**config.mk**
```make
export PLATFORM = sky130hd
export DESIGN_NAME = univ_shiftreg
export DESIGN_NICKNAME = d
export VERILOG_FILES = /design/src/rtl/usr_pkg.sv /design/src/rtl/usr_shift_next.sv /design/src/rtl/univ_shiftreg.sv
export SDC_FILE = /design/constraint.sdc
export NUM_CORES = 1
export LEC_CHECK = 0
export ABC_AREA = 0
export BUFFER_PORTS_ARGS = -buffer_cell sky130_fd_sc_hd__buf_2
export CORE_ASPECT_RATIO = 2
export CORE_MARGIN = 2
export CORE_UTILIZATION = 32
export DETAILED_ROUTE_END_ITERATION = 7
export PLACE_DENSITY = 0.6
export SETUP_SLACK_MARGIN = 0.1
export SYNTH_ARGS = -nofsm -noshare
export SYNTH_HDL_FRONTEND = slang
export SYNTH_HIERARCHICAL = 1
export SYNTH_SLANG_ARGS = --single-unit
```
**constraint.sdc**
```tcl
create_clock -name clk -period 2.6 [get_ports clk]
set_input_delay 0.26 -clock clk [delete_from_list [all_inputs] [get_ports clk]]
set_output_delay 0.26 -clock clk [all_outputs]
set_load 0.01 [all_outputs]
```
**src/rtl/usr_pkg.sv**
```systemverilog
// Shared definitions for the universal shift register.
// Mode codes, FSM state encodings and the shift-mode predicate.
package usr_pkg;

    localparam logic [2:0] MODE_HOLD = 3'b000;
    localparam logic [2:0] MODE_SHR  = 3'b001;
    localparam logic [2:0] MODE_SHL  = 3'b010;
    localparam logic [2:0] MODE_LOAD = 3'b011;
    localparam logic [2:0] MODE_ROR  = 3'b100;
    localparam logic [2:0] MODE_ROL  = 3'b101;
    localparam logic [2:0] MODE_ASR  = 3'b110;
    localparam logic [2:0] MODE_CLR  = 3'b111;

    typedef enum logic [1:0] {
        ST_IDLE  = 2'd0,
        ST_BURST = 2'd1,
        ST_DONE  = 2'd2
    } state_t;

    function automatic logic is_shift_mode(input logic [2:0] m);
        logic r;
        r = 1'b0;
        case (m)
            MODE_SHR, MODE_SHL, MODE_ROR,
            MODE_ROL, MODE_ASR: r = 1'b1;
            default:            r = 1'b0;
        endcase
        return r;
    endfunction

endpackage

```
**src/rtl/usr_shift_next.sv**
```systemverilog
// Next-state datapath for the shift register.
// Pure combinational; shared by single-step and burst paths.
module usr_shift_next
    import usr_pkg::*;
#(
    parameter int WIDTH = 4
) (
    input  logic [WIDTH-1:0] q,
    input  logic [2:0]       mode,
    input  logic             sin_r,
    input  logic             sin_l,
    input  logic [WIDTH-1:0] pdata,
    output logic [WIDTH-1:0] next_q
);

    always_comb begin
        next_q = q;
        unique case (mode)
            MODE_HOLD: next_q = q;
            MODE_SHR:  next_q = {sin_r, q[WIDTH-1:1]};
            MODE_SHL:  next_q = {q[WIDTH-2:0], sin_l};
            MODE_LOAD: next_q = pdata;
            MODE_ROR:  next_q = {q[0], q[WIDTH-1:1]};
            MODE_ROL:  next_q = {q[WIDTH-2:0], q[WIDTH-1]};
            MODE_ASR:  next_q = {q[WIDTH-1], q[WIDTH-1:1]};
            MODE_CLR:  next_q = '0;
        endcase
    end

endmodule

```
**src/rtl/univ_shiftreg.sv**
```systemverilog
// Universal shift register with single-step ops and a burst engine.
// The burst latches mode/count at start and runs unattended.
module univ_shiftreg
    import usr_pkg::*;
#(
    parameter int               WIDTH     = 4,
    parameter logic [WIDTH-1:0] RESET_VAL = 4'b1010,
    localparam int              CNT_W     = $clog2(WIDTH + 1)
) (
    input  logic             clk,
    input  logic             reset,
    input  logic             en,
    input  logic [2:0]       mode,
    input  logic             sin_r,
    input  logic             sin_l,
    input  logic [WIDTH-1:0] pdata,
    input  logic             start,
    input  logic [CNT_W-1:0] count,
    output logic [WIDTH-1:0] q,
    output logic             sout_r,
    output logic             sout_l,
    output logic             busy,
    output logic             done
);

    state_t           state;
    logic [2:0]       bmode;
    logic [CNT_W-1:0] remaining;
    logic [2:0]       op_mode;
    logic [WIDTH-1:0] next_q;

    // During a burst the latched mode drives the datapath.
    assign op_mode = (state == ST_BURST) ? bmode : mode;

    usr_shift_next #(
        .WIDTH (WIDTH)
    ) u_next (
        .q      (q),
        .mode   (op_mode),
        .sin_r  (sin_r),
        .sin_l  (sin_l),
        .pdata  (pdata),
        .next_q (next_q)
    );

    assign sout_r = q[0];
    assign sout_l = q[WIDTH-1];

    always_ff @(posedge clk or posedge reset) begin
        if (reset) begin
            q         <= RESET_VAL;
            state     <= ST_IDLE;
            bmode     <= MODE_HOLD;
            remaining <= '0;
            busy      <= 1'b0;
            done      <= 1'b0;
        end else begin
            case (state)
                ST_IDLE: begin
                    done <= 1'b0;
                    if (start) begin
                        if (count != '0 && is_shift_mode(mode)) begin
                            bmode     <= mode;
                            remaining <= count;
                            busy      <= 1'b1;
                            state     <= ST_BURST;
                        end else begin
                            done  <= 1'b1;
                            state <= ST_DONE;
                        end
                    end else if (en) begin
                        q <= next_q;
                    end
                end
                ST_BURST: begin
                    q         <= next_q;
                    remaining <= remaining - 1'b1;
                    if (remaining == CNT_W'(1)) begin
                        busy  <= 1'b0;
                        done  <= 1'b1;
                        state <= ST_DONE;
                    end
                end
                ST_DONE: begin
                    done  <= 1'b0;
                    state <= ST_IDLE;
                end
                default: begin
                    busy  <= 1'b0;
                    done  <= 1'b0;
                    state <= ST_IDLE;
                end
            endcase
        end
    end

endmodule

```
---- Word-level counts from Yosys, hierarchy flattened ----
Cells that the tools add are included.
operators by class
  bitwise logic cells ..................... 1
  muxes and demuxes ....................... 23
  eq/ne operators ......................... 20
  reduce and logical (&&, ||, !) cells .... 11
  add/sub/neg operators ................... 1
operator list
  operator               count
  $pmux W4 S8            1
  $eq A3 B3 Y1 const B   7
  $eq A3 B1 Y1 const B   3
  $eq A3 B2 Y1 const B   3
  $mux W1                9
  $mux W3                3
  $reduce_and A3 Y1      3
  $mux W4                2
  $ne A2 B2 Y1 const B   4
  $pmux W4 S2            1
  $mux W2                3
  $pmux W3 S2            1
  $reduce_or A5 Y1       1
  $pmux W2 S2            1
  $reduce_and A4 Y1      1
  $logic_not A3 Y1       1
  $pmux W1 S3            1
  $reduce_bool A3 Y1     1
  $sub A3 B1 Y3 const B  1
  $eq A2 B1 Y1 const B   1
  $eq A2 B2 Y1 const B   1
  $logic_not A2 Y1       1
  $ne A2 B1 Y1 const B   1
  $pmux W1 S2            1
  4 further kinds        4
storage, ports and cells
  output and inout port bits .............. 8
  input port bits ......................... 16
  word-level logic and storage cells ...... 62
  flip-flop bits (word level) ............. 14

---- Longest topological paths before layout ----
Gate-level depths: netlist of run 1.
  depth after elaboration ................. 9
  mapped depth ............................ 10
  mapped depth without buffers ............ 7

---- Modules after synthesis ----
The synthesis of run 1 kept the hierarchy.
by module, submodules not included
  module          times used  area an instance (µm²)  seq. area each (µm²)  cells each
  univ_shiftreg   1           758.2                   352.8                 76
  usr_shift_next  1           286.5                   0.0                   37

---- Worst setup path before layout of run 1 ----
Ideal clock, no wire load.
  kind .................................... reg2reg
  start point ............................. register state[1]
  end point ............................... register q[3]
  path buffers ............................ 2
  cell stages (with the launch flop) ...... 10
  required time ........................... 2.518 ns
  path slack .............................. 0.563 ns
  clock period less this slack ............ 2.037 ns
  arrival ................................. 1.955 ns
  cell sequence ........................... dfrtp_1 and2b_2 clkbuf_1 nand2_1 nand2_1 buf_6 mux4_2 nor2_1 a31oi_1 mux2_2
on the way
  longest elaborated chain between the ends .. 7
ends and longest elaborated chain
  item                                  RTL line              RTL
  from (decl)                           univ_shiftreg.sv:26   state_t state;
  from (signal assigned)                univ_shiftreg.sv:52   state <= ST_IDLE;
  from (signal assigned)                univ_shiftreg.sv:66   state <= ST_BURST;
  from (signal assigned)                univ_shiftreg.sv:69   state <= ST_DONE;
  $eq A2 B1 Y1 *                        univ_shiftreg.sv:33   assign op_mode = (state == ST_BURST) ? bmode : mode;
  $mux W3 *                             univ_shiftreg.sv:33
  net op_mode[2]                        univ_shiftreg.sv:29   logic [2:0] op_mode;
  $eq A3 B3 Y1 (tied with other cells)  usr_shift_next.sv:18  unique case (mode)
  $pmux W4 S8 *                         usr_shift_next.sv:18
  net next_q[3]                         univ_shiftreg.sv:30   logic [WIDTH-1:0] next_q;
  $mux W4                               univ_shiftreg.sv:71   end else if (en) begin
  $mux W4                               univ_shiftreg.sv:61   if (start) begin
  $pmux W4 S2 *                         univ_shiftreg.sv:58   case (state)
  to (signal assigned)                  univ_shiftreg.sv:72   q <= next_q;
  to (signal assigned)                  univ_shiftreg.sv:76   q <= next_q;
  to (decl)                             univ_shiftreg.sv:19   output logic [WIDTH-1:0] q,
Mark *: on every way through the listed nets, which the timed path passes. The rest lies on a longest branch. The select of a mux whose other input is x is not followed.
A chain may end at the register's enable or synchronous reset.

---- Worst setup path after layout of run 1 ----
  start point ............................. register state[1]
  end point ............................... register q[0]
The elaborated chain is that of the path after synthesis.

==> results of run 1 <==
## critical path: stages, from the launching register on
cell and delay (ns):
sky130_fd_sc_hd__dfrtp_1 0.45, sky130_fd_sc_hd__and2b_2 0.32, sky130_fd_sc_hd__nand2_1 0.07, sky130_fd_sc_hd__nand2_1 0.40, sky130_fd_sc_hd__inv_1 0.17, sky130_fd_sc_hd__a221o_1 0.35, sky130_fd_sc_hd__o22a_1 0.15, sky130_fd_sc_hd__mux2_2 0.25
## synth_stat cells, types with 2 or more instances
master / instances / share of area (%)
sky130_fd_sc_hd__mux2i_1: 2 / 1.9
sky130_fd_sc_hd__o21ai_0: 8 / 3.8
sky130_fd_sc_hd__or3_1: 2 / 1.2
sky130_fd_sc_hd__nand2b_1: 3 / 1.8
sky130_fd_sc_hd__inv_1: 7 / 2.5
sky130_fd_sc_hd__nor2b_1: 2 / 1.2
sky130_fd_sc_hd__nor3_1: 4 / 1.9
sky130_fd_sc_hd__o21bai_1: 2 / 1.4
sky130_fd_sc_hd__dfstp_2: 2 / 5.0
sky130_fd_sc_hd__mux2_2: 5 / 5.4
sky130_fd_sc_hd__a21oi_1: 4 / 1.9
sky130_fd_sc_hd__dfrtp_1: 12 / 29
sky130_fd_sc_hd__nor2_1: 3 / 1.1
sky130_fd_sc_hd__nand2_1: 18 / 6.5
sky130_fd_sc_hd__mux2_4: 3 / 4.3
sky130_fd_sc_hd__a31oi_1: 2 / 1.2
sky130_fd_sc_hd__buf_6: 3 / 3.2
sky130_fd_sc_hd__ha_1: 2 / 2.4
sky130_fd_sc_hd__nand3_1: 5 / 2.4
sky130_fd_sc_hd__buf_4: 2 / 1.4
## sequential cells by signal (all words and copies together), names as in the netlist
name / count
state: 2
bmode: 3
busy: 1
done: 1
remaining: 3
q: 4
## logic make-up (layout without fill, tap and decap cells)
group	after synthesis	in the layout	synth area share (%)
compound gates	28	28	18.6
mux	11	11	13.8
fa+ha+maj	2	2	2.39
simple gates	43	43	21.6
buf+inv	15	34	9.94
flops	14	14	33.8
## routing by layer
| metal | vias to the layer above | wire, um | track usage [%] |
|---|---|---|---|
| li1 | 443 | - | - |
| met1 | 423 | 930 | 16.3 |
| met2 | 37 | 1360 | 26.1 |
| met3 | 9 | 119 | 1.29 |
| met4 | 0 | 76 | 7.16 |
| met5 | - | 0 | 0 |
## area by class of cell
cell class	count	area share, %
timing repair buffer	23	9.79
multi-input combinational	84	50.0
inverter	7	2.23
clock buffer	4	4.68
sequential	14	30.0
tap	31	3.30
## per-stage QoR
step | util, % | setup WS [ns] | hold WS (ns) | power, mW
final | 37.3 | 0.315 | 0.0428 | 1.54
after global routing | 37.3 | 0.204 | 0.100 | 1.67
after CTS | 37.3 | 0.350 | 0.0791 | 1.54
after detailed placement | 35.5 | 0.368 | 0.344 | 1.32
after global placement | 35.5 | 0.446 | 0.340 | 1.30
after floorplan | - | 0.563 | 0.148 | 1.20
## path summary, 6_finish.rpt
check,startpoint,to,slack [ns],depth (start not counted)
min in group clk,mode[2],bmode[2]$_DFFE_PP0P_,0.28,2
setup reg to reg,state[1]$_DFFE_PP0P_,q[0]$_DFFE_PP0P_,0.32,7
hold / removal,reset,q[2]$_DFFE_PP0P_,0.04,2
max in group asynchronous,reset,q[1]$_DFFE_PP1P_,2.19,2
setup / recovery,state[1]$_DFFE_PP0P_,q[0]$_DFFE_PP0P_,0.32,7
hold reg to reg,busy$_DFFE_PP0P_,busy$_DFFE_PP0P_,0.48,2
## power by group through the flow
stage / clock network (mW) / registers, mW / logic (mW)
2_1_floorplan: 0 / 0.456 / 0.741
3_3_place_gp: 0 / 0.471 / 0.833
3_5_place_dp: 0 / 0.474 / 0.850
4_1_cts: 0.216 / 0.471 / 0.856
5_1_grt: 0.233 / 0.493 / 0.945
6_report: 0.215 / 0.473 / 0.854
==> impl_metrics.prom, run 1 <==
# TYPE chip_impl_metric gauge
chip_impl_metric{name="power.internal",unit="uW"} 887
chip_impl_metric{name="critPathRequiredTime",unit="ns"} 2.73
chip_impl_metric{name="pin_count_of_the_biggest_net_entering_global_routing",unit=""} 17
chip_impl_metric{name="floorplan.die_area",unit="um^2"} 3770
chip_impl_metric{name="fin_skew",unit="ns"} 0.00445
chip_impl_info{name="outcome",value="finished, final reports clean"} 1
chip_impl_info{name="grt_setup_unrepaired",value="false"} 1
chip_impl_metric{name="via_per_inst",unit=""} 5.60
chip_impl_metric{name="finalCritPeriodShare",unit="%"} 87.9
chip_impl_metric{name="cts_made_buffers",unit=""} 3
chip_impl_metric{name="critical_path_peak_fanout",unit=""} 16
chip_impl_metric{name="clk_latency",unit="ns"} 0.25
chip_impl_metric{name="power.density",unit="nW/um^2"} 1310
chip_impl_metric{name="drt_first_pass_iters",unit=""} 4
chip_impl_metric{name="cts_setup_buffers",unit=""} 0
chip_impl_metric{name="grt_antenna_before_repair",unit=""} 0
chip_impl_metric{name="totalWireLength",unit="um"} 2490
chip_impl_info{name="final_cell_mix",value="sky130_fd_sc_hd__buf_2, sky130_fd_sc_hd__nand2_1, sky130_fd_sc_hd__dfrtp_1"} 1
chip_impl_metric{name="cts_hold_buffers",unit=""} 0
chip_impl_metric{name="syn_area",unit="um^2"} 1040
chip_impl_metric{name="sw_frac_of_total",unit="%"} 42.5
chip_impl_metric{name="placed_cells_incl_taps",unit=""} 159
chip_impl_metric{name="synth.lib_cells_used.distinct",unit=""} 42
chip_impl_info{name="worstHoldPathType",value="in2async"} 1
chip_impl_metric{name="p_comb_share",unit="%"} 55.4
chip_impl_metric{name="synth_enable_flop_cells",unit=""} 0
chip_impl_metric{name="stdcell_area",unit="um^2"} 1180
chip_impl_metric{name="gr-usage-all-layers",unit="%"} 14.6
chip_impl_metric{name="cts.sinks",unit=""} 14
chip_impl_metric{name="p_clk_share",unit="%"} 13.9
chip_impl_metric{name="power.net_switching",unit="uW"} 655
chip_impl_metric{name="asyncSetResetFlopFracSynth",unit="%"} 100
chip_impl_metric{name="area.sequential",unit="um^2"} 353
chip_impl_metric{name="placeable_core_area",unit="um^2"} 3160
chip_impl_info{name="cts_root_buffer",value="sky130_fd_sc_hd__clkbuf_8"} 1
chip_impl_metric{name="yosys_warnings",unit=""} 6
chip_impl_metric{name="diodes",unit=""} 0
chip_impl_info{name="startpoint_class_of_the_critical_path",value="flop"} 1
chip_impl_metric{name="totalNegativeSetupSlack",unit="ns"} 0
chip_impl_metric{name="antenna_violating_nets_post_route",unit=""} 0
chip_impl_metric{name="max_freq",unit="MHz"} 438
chip_impl_metric{name="design.final.nets",unit=""} 151
chip_impl_metric{name="synth_seq_cells",unit=""} 14
chip_impl_metric{name="cts.htree.levels",unit=""} 1
chip_impl_metric{name="period_needed",unit="ns"} 2.28
chip_impl_metric{name="multi_input_comb_area",unit="um^2"} 588
chip_impl_metric{name="initialDrtViolationCount",unit=""} 36
chip_impl_info{name="most_common_cell_after_layout_fill_and_taps_aside",value="sky130_fd_sc_hd__buf_2"} 1
chip_impl_metric{name="finalMaxSlewViolations",unit=""} 0
chip_impl_info{name="clock_tree_from_tritoncts",value="done"} 1
chip_impl_metric{name="vias",unit=""} 912
chip_impl_metric{name="routed_wire_length_per_instance",unit="um"} 15.3
chip_impl_metric{name="postCtsResizedCells",unit=""} 0
chip_impl_metric{name="clk_transition_reported_paths",unit="ns"} 0.06
chip_impl_metric{name="gp_routability_congestion",unit=""} 0.855
chip_impl_metric{name="finish.cell_count_without_fillers",unit=""} 163
chip_impl_metric{name="worstMarginPinSlew",unit="ns"} 0.681
chip_impl_metric{name="chipHeight",unit="um"} 84.8
chip_impl_metric{name="sequentialPowerShare",unit="%"} 30.7
chip_impl_metric{name="rows",unit=""} 29
chip_impl_metric{name="grt_pass1_wl",unit="um"} 4150
chip_impl_metric{name="cap_violations",unit=""} 0
chip_impl_metric{name="p_leak",unit="nW"} 0.569
chip_impl_metric{name="timing.final.hold_violations",unit=""} 0
chip_impl_metric{name="avgSynthCellArea",unit="um^2"} 9.25
chip_impl_metric{name="fillCellCount",unit=""} 317
chip_impl_info{name="yosys_most_used_dff",value="sky130_fd_sc_hd__dfrtp_1"} 1
chip_impl_metric{name="grt.overflow.total",unit=""} 0
chip_impl_metric{name="clockBufferDepth",unit=""} 2
chip_impl_metric{name="report.final.setup_viol",unit=""} 0
chip_impl_metric{name="cell_count_after_synthesis",unit=""} 113
chip_impl_metric{name="area_growth",unit="%"} 12.6
chip_impl_metric{name="synthesis.nets",unit=""} 131
chip_impl_metric{name="max_slew_margin",unit="%"} 54.0
chip_impl_metric{name="cp_data_arrival_time",unit="ns"} 2.42
chip_impl_metric{name="hpwl_after_detailed_placement",unit="um"} 1940
chip_impl_metric{name="initial_utilization",unit="%"} 33.1
chip_impl_metric{name="synth_sequential_area_ratio",unit="%"} 33.8
chip_impl_metric{name="drive_above_1_share",unit="%"} 33.3
chip_impl_metric{name="vdd.ir_drop.worst",unit="V"} 0.000579
chip_impl_metric{name="number_of_global_route_vias_before_repair",unit=""} 914
chip_impl_metric{name="placedInstanceArea",unit="um^2"} 1120
chip_impl_info{name="critical_path.endpoint_type",value="flop"} 1
chip_impl_metric{name="drc",unit=""} 0
chip_impl_metric{name="number_of_i_o_port_buffers",unit=""} 23
chip_impl_metric{name="io_pins",unit=""} 24
chip_impl_metric{name="chipWidth",unit="um"} 44.4
chip_impl_info{name="path_class",value="reg2reg"} 1
(Power assumes the default switching activity.)
==> run 2: changes to the inputs <==
--- a/config.mk
+++ b/config.mk
@@ -7,11 +7,10 @@
 export LEC_CHECK = 0
 export ABC_AREA = 0
 export BUFFER_PORTS_ARGS = -buffer_cell sky130_fd_sc_hd__buf_2
-export CORE_ASPECT_RATIO = 2
 export CORE_MARGIN = 2
-export CORE_UTILIZATION = 32
+export CORE_UTILIZATION = 52
 export DETAILED_ROUTE_END_ITERATION = 7
-export PLACE_DENSITY = 0.6
+export PLACE_DENSITY = 0.85
 export SETUP_SLACK_MARGIN = 0.1
 export SYNTH_ARGS = -nofsm -noshare
 export SYNTH_HDL_FRONTEND = slang
==> run 2 against run 1 <==
Flip-flop and latch count unchanged. The flow now finishes with violations (hold timing). Critical path depth unchanged. Hold slack lost 0.053 ns. Largest cell class unchanged. Sequential share of layout area grew 0.62 points. Sequential power is 2% lower. Final cell count shrank 2.5%.
==> impl_metrics.prom, run 2 (synthesized netlist as in run 1, its figures left out) <==
# TYPE chip_impl_metric gauge
chip_impl_info{name="outcome",value="finished, violations left"} 1
chip_impl_info{name="violated_checks",value="hold timing"} 1
chip_impl_metric{name="wl_met1",unit="um"} 971
chip_impl_metric{name="chipHeight",unit="um"} 48.8
chip_impl_metric{name="max_slew_margin",unit="%"} 57.2
chip_impl_metric{name="chipWidth",unit="um"} 48.8
chip_impl_metric{name="p_leak",unit="nW"} 0.562
chip_impl_metric{name="area_growth",unit="%"} 10.3
chip_impl_metric{name="power.density",unit="nW/um^2"} 1270
chip_impl_metric{name="via_per_inst",unit=""} 5.55
chip_impl_info{name="clock_tree_from_tritoncts",value="done"} 1
chip_impl_metric{name="postCtsResizedCells",unit=""} 0
chip_impl_metric{name="fillCellCount",unit=""} 164
chip_impl_metric{name="drc",unit=""} 0
chip_impl_info{name="timing.critical_path.cells",value="and2b_2 -> nand2_1 -> nand2_1 -> inv_1 -> a221o_1 -> o22a_1 -> mux2_2"} 1
chip_impl_metric{name="largest_register_ffs",unit=""} 4
chip_impl_info{name="worstHoldPathType",value="in2async"} 1
chip_impl_metric{name="critPathRequiredTime",unit="ns"} 2.77
chip_impl_metric{name="cp_data_arrival_time",unit="ns"} 2.39
chip_impl_metric{name="gr-usage-all-layers",unit="%"} 20.0
chip_impl_metric{name="totalWireLength",unit="um"} 2160
chip_impl_metric{name="vdd.ir_drop.worst",unit="V"} 0.000609
chip_impl_info{name="regMostFlops",value="q"} 1
chip_impl_info{name="path_class",value="reg2reg"} 1
chip_impl_metric{name="antenna_violating_nets_post_route",unit=""} 0
chip_impl_metric{name="totalNegativeSetupSlack",unit="ns"} 0
chip_impl_metric{name="fin_skew",unit="ns"} 0.0100
chip_impl_metric{name="initialDrtViolationCount",unit=""} 17
chip_impl_metric{name="worstMarginPinSlew",unit="ns"} 0.634
chip_impl_metric{name="finalMaxSlewViolations",unit=""} 0
chip_impl_metric{name="drive_above_1_share",unit="%"} 33.3
chip_impl_metric{name="design.final.nets",unit=""} 151
chip_impl_metric{name="area.sequential",unit="um^2"} 353
chip_impl_info{name="crit_path_top_delay_cell",value="sky130_fd_sc_hd__dfrtp_1"} 1
chip_impl_metric{name="finalHoldWorstSlack",unit="ns"} -0.0103
chip_impl_metric{name="routed_wire_length_per_instance",unit="um"} 13.6
chip_impl_metric{name="timing.final.hold_violations",unit=""} 8
chip_impl_metric{name="hpwl_after_detailed_placement",unit="um"} 1690
chip_impl_metric{name="placeable_core_area",unit="um^2"} 1920
chip_impl_metric{name="met3WireLength",unit="um"} 68
chip_impl_metric{name="critical_path_peak_fanout",unit=""} 16
chip_impl_info{name="most_common_cell_after_layout_fill_and_taps_aside",value="sky130_fd_sc_hd__buf_2"} 1
chip_impl_metric{name="rows",unit=""} 16
chip_impl_metric{name="drt_first_pass_iters",unit=""} 4
chip_impl_metric{name="initial_utilization",unit="%"} 54.4
chip_impl_info{name="startpoint_class_of_the_critical_path",value="flop"} 1
chip_impl_metric{name="max_freq",unit="MHz"} 450
chip_impl_metric{name="number_of_i_o_port_buffers",unit=""} 23
chip_impl_metric{name="clk_latency",unit="ns"} 0.28
chip_impl_metric{name="grt_antenna_before_repair",unit=""} 0
chip_impl_info{name="critical_path.endpoint_type",value="flop"} 1
chip_impl_metric{name="cap_violations",unit=""} 0
chip_impl_metric{name="report.final.setup_viol",unit=""} 0
chip_impl_metric{name="critical_path.max_stage_delay",unit="ns"} 0.46
chip_impl_info{name="grt_setup_unrepaired",value="false"} 1
chip_impl_info{name="highest_metal_layer_used_by_the_detailed_router",value="met4"} 1
chip_impl_metric{name="cts.sinks",unit=""} 14
chip_impl_metric{name="diodes",unit=""} 0
chip_impl_metric{name="finalCritPeriodShare",unit="%"} 85.5
chip_impl_metric{name="grt.overflow.total",unit=""} 0
chip_impl_metric{name="clk_transition_reported_paths",unit="ns"} 0.09
chip_impl_info{name="critical_path.most_common_cell",value="sky130_fd_sc_hd__nand2_1"} 1
chip_impl_metric{name="period_needed",unit="ns"} 2.22
chip_impl_metric{name="gp_routability_congestion",unit=""} 0.946
chip_impl_metric{name="grt_pass1_wl",unit="um"} 3670
chip_impl_metric{name="io_pins",unit=""} 24
chip_impl_info{name="cts_root_buffer",value="sky130_fd_sc_hd__clkbuf_4"} 1
chip_impl_info{name="final_cell_mix",value="sky130_fd_sc_hd__buf_2, sky130_fd_sc_hd__nand2_1, sky130_fd_sc_hd__dfrtp_1"} 1
chip_impl_info{name="largestRegisters",value="q: 4 flops, bmode: 3 flops, remaining: 3 flops"} 1
chip_impl_metric{name="cts_setup_buffers",unit=""} 0
chip_impl_metric{name="floorplan.die_area",unit="um^2"} 2380
chip_impl_metric{name="vias",unit=""} 882
chip_impl_metric{name="cts_made_buffers",unit=""} 3
chip_impl_metric{name="clockBufferDepth",unit=""} 2
chip_impl_metric{name="cts_hold_buffers",unit=""} 0
chip_impl_metric{name="cts.htree.levels",unit=""} 1
chip_impl_metric{name="dr_wl_met2",unit="um"} 1080
chip_impl_metric{name="multi_input_comb_area",unit="um^2"} 588
chip_impl_metric{name="number_of_global_route_vias_before_repair",unit=""} 816
chip_impl_metric{name="pin_count_of_the_biggest_net_entering_global_routing",unit=""} 17
==> run 2: layout make-up <==
cell class,count,area share [%]
repair buffers,23,9.99
multi-input cells,84,51.0
flip-flops and latches,14,30.6
inverters,7,2.28
well taps,27,2.93
clock buffers,4,3.15
==> run 2: power by group <==
group          total, mW  switching, mW  internal [mW]
sequential         0.464          0.122          0.342
combinational      0.849          0.439          0.410
clock              0.155         0.0695         0.0851
total               1.47          0.630          0.837
==> run 2: worst paths after layout <==
kind	start	endpoint	slack [ns]	depth (start not counted)
setup reg to reg	state[1]$_DFFE_PP0P_	q[0]$_DFFE_PP0P_	0.38	7
setup / recovery	state[1]$_DFFE_PP0P_	q[0]$_DFFE_PP0P_	0.38	7
hold / removal	reset	state[1]$_DFFE_PP0P_	-0.01	2
min in group clk	mode[2]	bmode[2]$_DFFE_PP0P_	0.23	2
max in group asynchronous	reset	q[3]$_DFFE_PP1P_	2.24	2
hold reg to reg	busy$_DFFE_PP0P_	busy$_DFFE_PP0P_	0.49	2
==> run 2: worst max-delay path, delay by kind of cell (launching register included) <==
kind                   cells  cell delay (ns)
DFF                        1             0.46
buffers and inverters      1             0.16
and+or+nand+nor            3             0.75
muxes                      1             0.26
AOI/OAI and AO/OA          2             0.49
==> run 2: through the flow <==
step	util (%)	total power [mW]	worst slack (ns)	cell area, um^2	instances
after detailed placement	58.1	1.31	0.387	1120	155
after CTS	60.0	1.47	0.382	1150	159
after global routing	60.0	1.61	0.127	1150	159
after floorplan	-	1.20	0.563	1040	113
after global placement	58.1	1.27	0.465	1120	155
final	60.0	1.47	0.378	1150	159
==> run 2: per-layer routing <==
metal / vias up / GRT usage [%]
met5: - / 0
met4: 0 / 8.10
met3: 6 / 4.29
met2: 20 / 33.3
li1: 441 / -
met1: 415 / 25.2
==> run 3: changes to the inputs <==
--- a/config.mk
+++ b/config.mk
@@ -7,11 +7,13 @@
 export LEC_CHECK = 0
 export ABC_AREA = 0
 export BUFFER_PORTS_ARGS = -buffer_cell sky130_fd_sc_hd__buf_2
+export CORE_ASPECT_RATIO = 2
 export CORE_MARGIN = 2
-export CORE_UTILIZATION = 52
+export CORE_UTILIZATION = 40
 export DETAILED_ROUTE_END_ITERATION = 7
-export PLACE_DENSITY = 0.85
+export PLACE_DENSITY = 0.7
 export SETUP_SLACK_MARGIN = 0.1
+export SLEW_MARGIN = 10
 export SYNTH_ARGS = -nofsm -noshare
 export SYNTH_HDL_FRONTEND = slang
 export SYNTH_HIERARCHICAL = 1
==> run 3 against run 2 <==
The flow now finishes without violations. Sequential share of layout area shrank 0.52 points. Clock skew fell by 0.0059 ns. Clock-buffer cell count did not move.
==> impl_metrics.prom, run 3 (synthesized netlist as in run 1, its figures left out) <==
# TYPE chip_impl_metric gauge
chip_impl_metric{name="pre_cts_slack",unit="ns"} 0.347
chip_impl_metric{name="floorplan.die_area",unit="um^2"} 3060
chip_impl_metric{name="grt_antenna_before_repair",unit=""} 0
chip_impl_metric{name="clk_latency",unit="ns"} 0.25
chip_impl_metric{name="finalHoldWorstSlack",unit="ns"} 0.0430
chip_impl_info{name="regMostFlops",value="q"} 1
chip_impl_info{name="critical_path.most_common_cell",value="sky130_fd_sc_hd__nand2_1"} 1
chip_impl_info{name="cp_top_family",value="simple AND/OR/NAND/NOR gates"} 1
chip_impl_metric{name="initialDrtViolationCount",unit=""} 36
chip_impl_metric{name="placedInstanceArea",unit="um^2"} 1120
chip_impl_info{name="worstHoldPathType",value="in2async"} 1
chip_impl_metric{name="fin_total_pwr",unit="mW"} 1.55
chip_impl_metric{name="drt_first_pass_iters",unit=""} 4
chip_impl_metric{name="cp_data_arrival_time",unit="ns"} 2.40
chip_impl_metric{name="antenna_violating_nets_post_route",unit=""} 0
chip_impl_metric{name="sw_frac_of_total",unit="%"} 42.7
chip_impl_metric{name="setup.reg_to_reg.worst_slack",unit="ns"} 0.33
chip_impl_metric{name="pin_count_of_the_biggest_net_entering_global_routing",unit=""} 17
chip_impl_metric{name="cts_setup_buffers",unit=""} 0
chip_impl_metric{name="chipHeight",unit="um"} 76.3
chip_impl_metric{name="rows",unit=""} 26
chip_impl_metric{name="vias",unit=""} 931
chip_impl_metric{name="power.internal",unit="uW"} 887
chip_impl_metric{name="finalCritPeriodShare",unit="%"} 87.3
chip_impl_metric{name="via_per_inst",unit=""} 5.82
chip_impl_metric{name="cts.sinks",unit=""} 14
chip_impl_info{name="crit_path_top_delay_cell",value="sky130_fd_sc_hd__dfrtp_1"} 1
chip_impl_metric{name="drive_above_1_share",unit="%"} 33.3
chip_impl_metric{name="number_of_global_route_vias_before_repair",unit=""} 881
chip_impl_metric{name="cts.htree.levels",unit=""} 1
chip_impl_metric{name="worstMarginPinSlew",unit="ns"} 0.636
chip_impl_metric{name="postCtsResizedCells",unit=""} 0
chip_impl_info{name="clock_tree_from_tritoncts",value="done"} 1
chip_impl_metric{name="area_growth",unit="%"} 12.2
chip_impl_metric{name="path_buf_inv",unit=""} 1
chip_impl_metric{name="timing.final.hold_violations",unit=""} 0
chip_impl_metric{name="diodes",unit=""} 0
chip_impl_metric{name="multi_input_comb_area",unit="um^2"} 588
chip_impl_metric{name="critical_path_peak_fanout",unit=""} 16
chip_impl_info{name="outcome",value="finished, final reports clean"} 1
chip_impl_metric{name="design.final.nets",unit=""} 151
chip_impl_metric{name="r2r.worst_path.cells",unit=""} 7
chip_impl_info{name="cts_root_buffer",value="sky130_fd_sc_hd__clkbuf_8"} 1
chip_impl_metric{name="number_of_i_o_port_buffers",unit=""} 23
chip_impl_metric{name="finalMaxSlewViolations",unit=""} 0
chip_impl_info{name="final_cell_mix",value="sky130_fd_sc_hd__buf_2, sky130_fd_sc_hd__nand2_1, sky130_fd_sc_hd__dfrtp_1"} 1
chip_impl_metric{name="routed_wire_length_per_instance",unit="um"} 15.8
chip_impl_metric{name="critPathRequiredTime",unit="ns"} 2.73
chip_impl_metric{name="hpwl_after_detailed_placement",unit="um"} 1940
chip_impl_metric{name="critical_path.max_stage_delay",unit="ns"} 0.45
chip_impl_metric{name="placeable_core_area",unit="um^2"} 2500
chip_impl_metric{name="fillCellCount",unit=""} 258
chip_impl_metric{name="p_clk_share",unit="%"} 13.8
chip_impl_metric{name="clk_transition_reported_paths",unit="ns"} 0.06
chip_impl_metric{name="area.sequential",unit="um^2"} 353
chip_impl_metric{name="max_freq",unit="MHz"} 440
chip_impl_metric{name="drc",unit=""} 0
chip_impl_metric{name="postLayoutSetupSlackWorst",unit="ns"} 0.329
chip_impl_info{name="grt_setup_unrepaired",value="false"} 1
chip_impl_metric{name="gr-usage-all-layers",unit="%"} 17.9
chip_impl_metric{name="gp_routability_congestion",unit=""} 0.831
chip_impl_metric{name="sequentialPowerShare",unit="%"} 30.8
chip_impl_metric{name="cts_hold_buffers",unit=""} 0
chip_impl_metric{name="vdd.ir_drop.worst",unit="V"} 0.000761
chip_impl_metric{name="grt.overflow.total",unit=""} 0
chip_impl_metric{name="stdcell_area",unit="um^2"} 1170
chip_impl_metric{name="chipWidth",unit="um"} 40.1
chip_impl_info{name="regToRegStartpoint",value="state[1]$_DFFE_PP0P_"} 1
chip_impl_metric{name="initial_utilization",unit="%"} 41.7
chip_impl_info{name="largestRegisters",value="q: 4 flops, bmode: 3 flops, remaining: 3 flops"} 1
chip_impl_metric{name="p_comb_share",unit="%"} 55.4
chip_impl_metric{name="power.density",unit="nW/um^2"} 1320
chip_impl_info{name="most_common_cell_after_layout_fill_and_taps_aside",value="sky130_fd_sc_hd__buf_2"} 1
chip_impl_metric{name="cap_violations",unit=""} 0
chip_impl_metric{name="max_slew_margin",unit="%"} 57.0
chip_impl_metric{name="period_needed",unit="ns"} 2.27
chip_impl_metric{name="power.net_switching",unit="uW"} 661
chip_impl_info{name="critical_path.endpoint_type",value="flop"} 1
chip_impl_metric{name="clockBufferDepth",unit=""} 2
chip_impl_metric{name="grt_pass1_wl",unit="um"} 3860
chip_impl_metric{name="totalNegativeSetupSlack",unit="ns"} 0
chip_impl_metric{name="p_leak",unit="nW"} 0.569
chip_impl_info{name="startpoint_class_of_the_critical_path",value="flop"} 1
chip_impl_metric{name="totalWireLength",unit="um"} 2520
chip_impl_metric{name="fin_skew",unit="ns"} 0.00419
chip_impl_info{name="path_class",value="reg2reg"} 1
chip_impl_metric{name="cts_made_buffers",unit=""} 3
chip_impl_info{name="r2r_end",value="q[0]$_DFFE_PP0P_"} 1
chip_impl_metric{name="io_pins",unit=""} 24
chip_impl_info{name="timing.critical_path.cells",value="and2b_2 -> nand2_1 -> nand2_1 -> inv_1 -> a221o_1 -> o22a_1 -> mux2_2"} 1
chip_impl_metric{name="largest_register_ffs",unit=""} 4
chip_impl_metric{name="report.final.setup_viol",unit=""} 0
[run 3: changes by cell type in the layout (fill, tap and decap cells not counted)]
cell	change
sky130_fd_sc_hd__clkbuf_4	-3
sky130_fd_sc_hd__clkbuf_8	+3
[run 3: stage by stage]
step / utilization (%) / std cells
after floorplan: - / 113
after global routing: 46.8 / 160
after global placement: 44.6 / 156
final: 46.8 / 160
after CTS: 46.8 / 160
after detailed placement: 44.6 / 156
[run 3: worst register-to-register path, stage by stage, from the launching register on]
cell and delay (ns):
sky130_fd_sc_hd__dfrtp_1 0.45, sky130_fd_sc_hd__and2b_2 0.32, sky130_fd_sc_hd__nand2_1 0.07, sky130_fd_sc_hd__nand2_1 0.39
sky130_fd_sc_hd__inv_1 0.17, sky130_fd_sc_hd__a221o_1 0.35, sky130_fd_sc_hd__o22a_1 0.15, sky130_fd_sc_hd__mux2_2 0.25
[run 3: worst max-delay path by stage]
stage | from | to | slack, ns | cells past startpoint
after global routing | state[1]$_DFFE_PP0P_ | q[0]$_DFFE_PP0P_ | 0.22 | 7
after CTS | state[1]$_DFFE_PP0P_ | q[0]$_DFFE_PP0P_ | 0.33 | 7
after detailed placement | state[1]$_DFFE_PP0P_ | q[0]$_DFFE_PP0P_ | 0.35 | 7
after floorplan | state[1]$_DFFE_PP0P_ | q[3]$_DFFE_PP1P_ | 0.56 | 9
final | state[1]$_DFFE_PP0P_ | q[0]$_DFFE_PP0P_ | 0.33 | 7
after global placement | state[1]$_DFFE_PP0P_ | q[0]$_DFFE_PP0P_ | 0.47 | 7
[run 3: cell type report]
cell class	instances	share of cell area, %
timing repair buffer	23	9.82
multi-input combinational	84	50.2
inverter	7	2.24
sequential	14	30.1
tap	28	2.99
clock buffer	4	4.70
[run 3: per-layer routing]
layer	global-route usage [%]	part of all wire [%]
met5	0	0
met3	2.04	5.0
met2	31.1	56
met1	19.4	37
met4	8.62	2.3
[run 3: power groups by stage]
stage	combinational, mW	clock, mW	sequential [mW]
6_report	0.857	0.214	0.477
5_1_grt	0.936	0.223	0.491
4_1_cts	0.853	0.215	0.473
3_5_place_dp	0.851	0	0.476
3_3_place_gp	0.823	0	0.467
2_1_floorplan	0.741	0	0.456
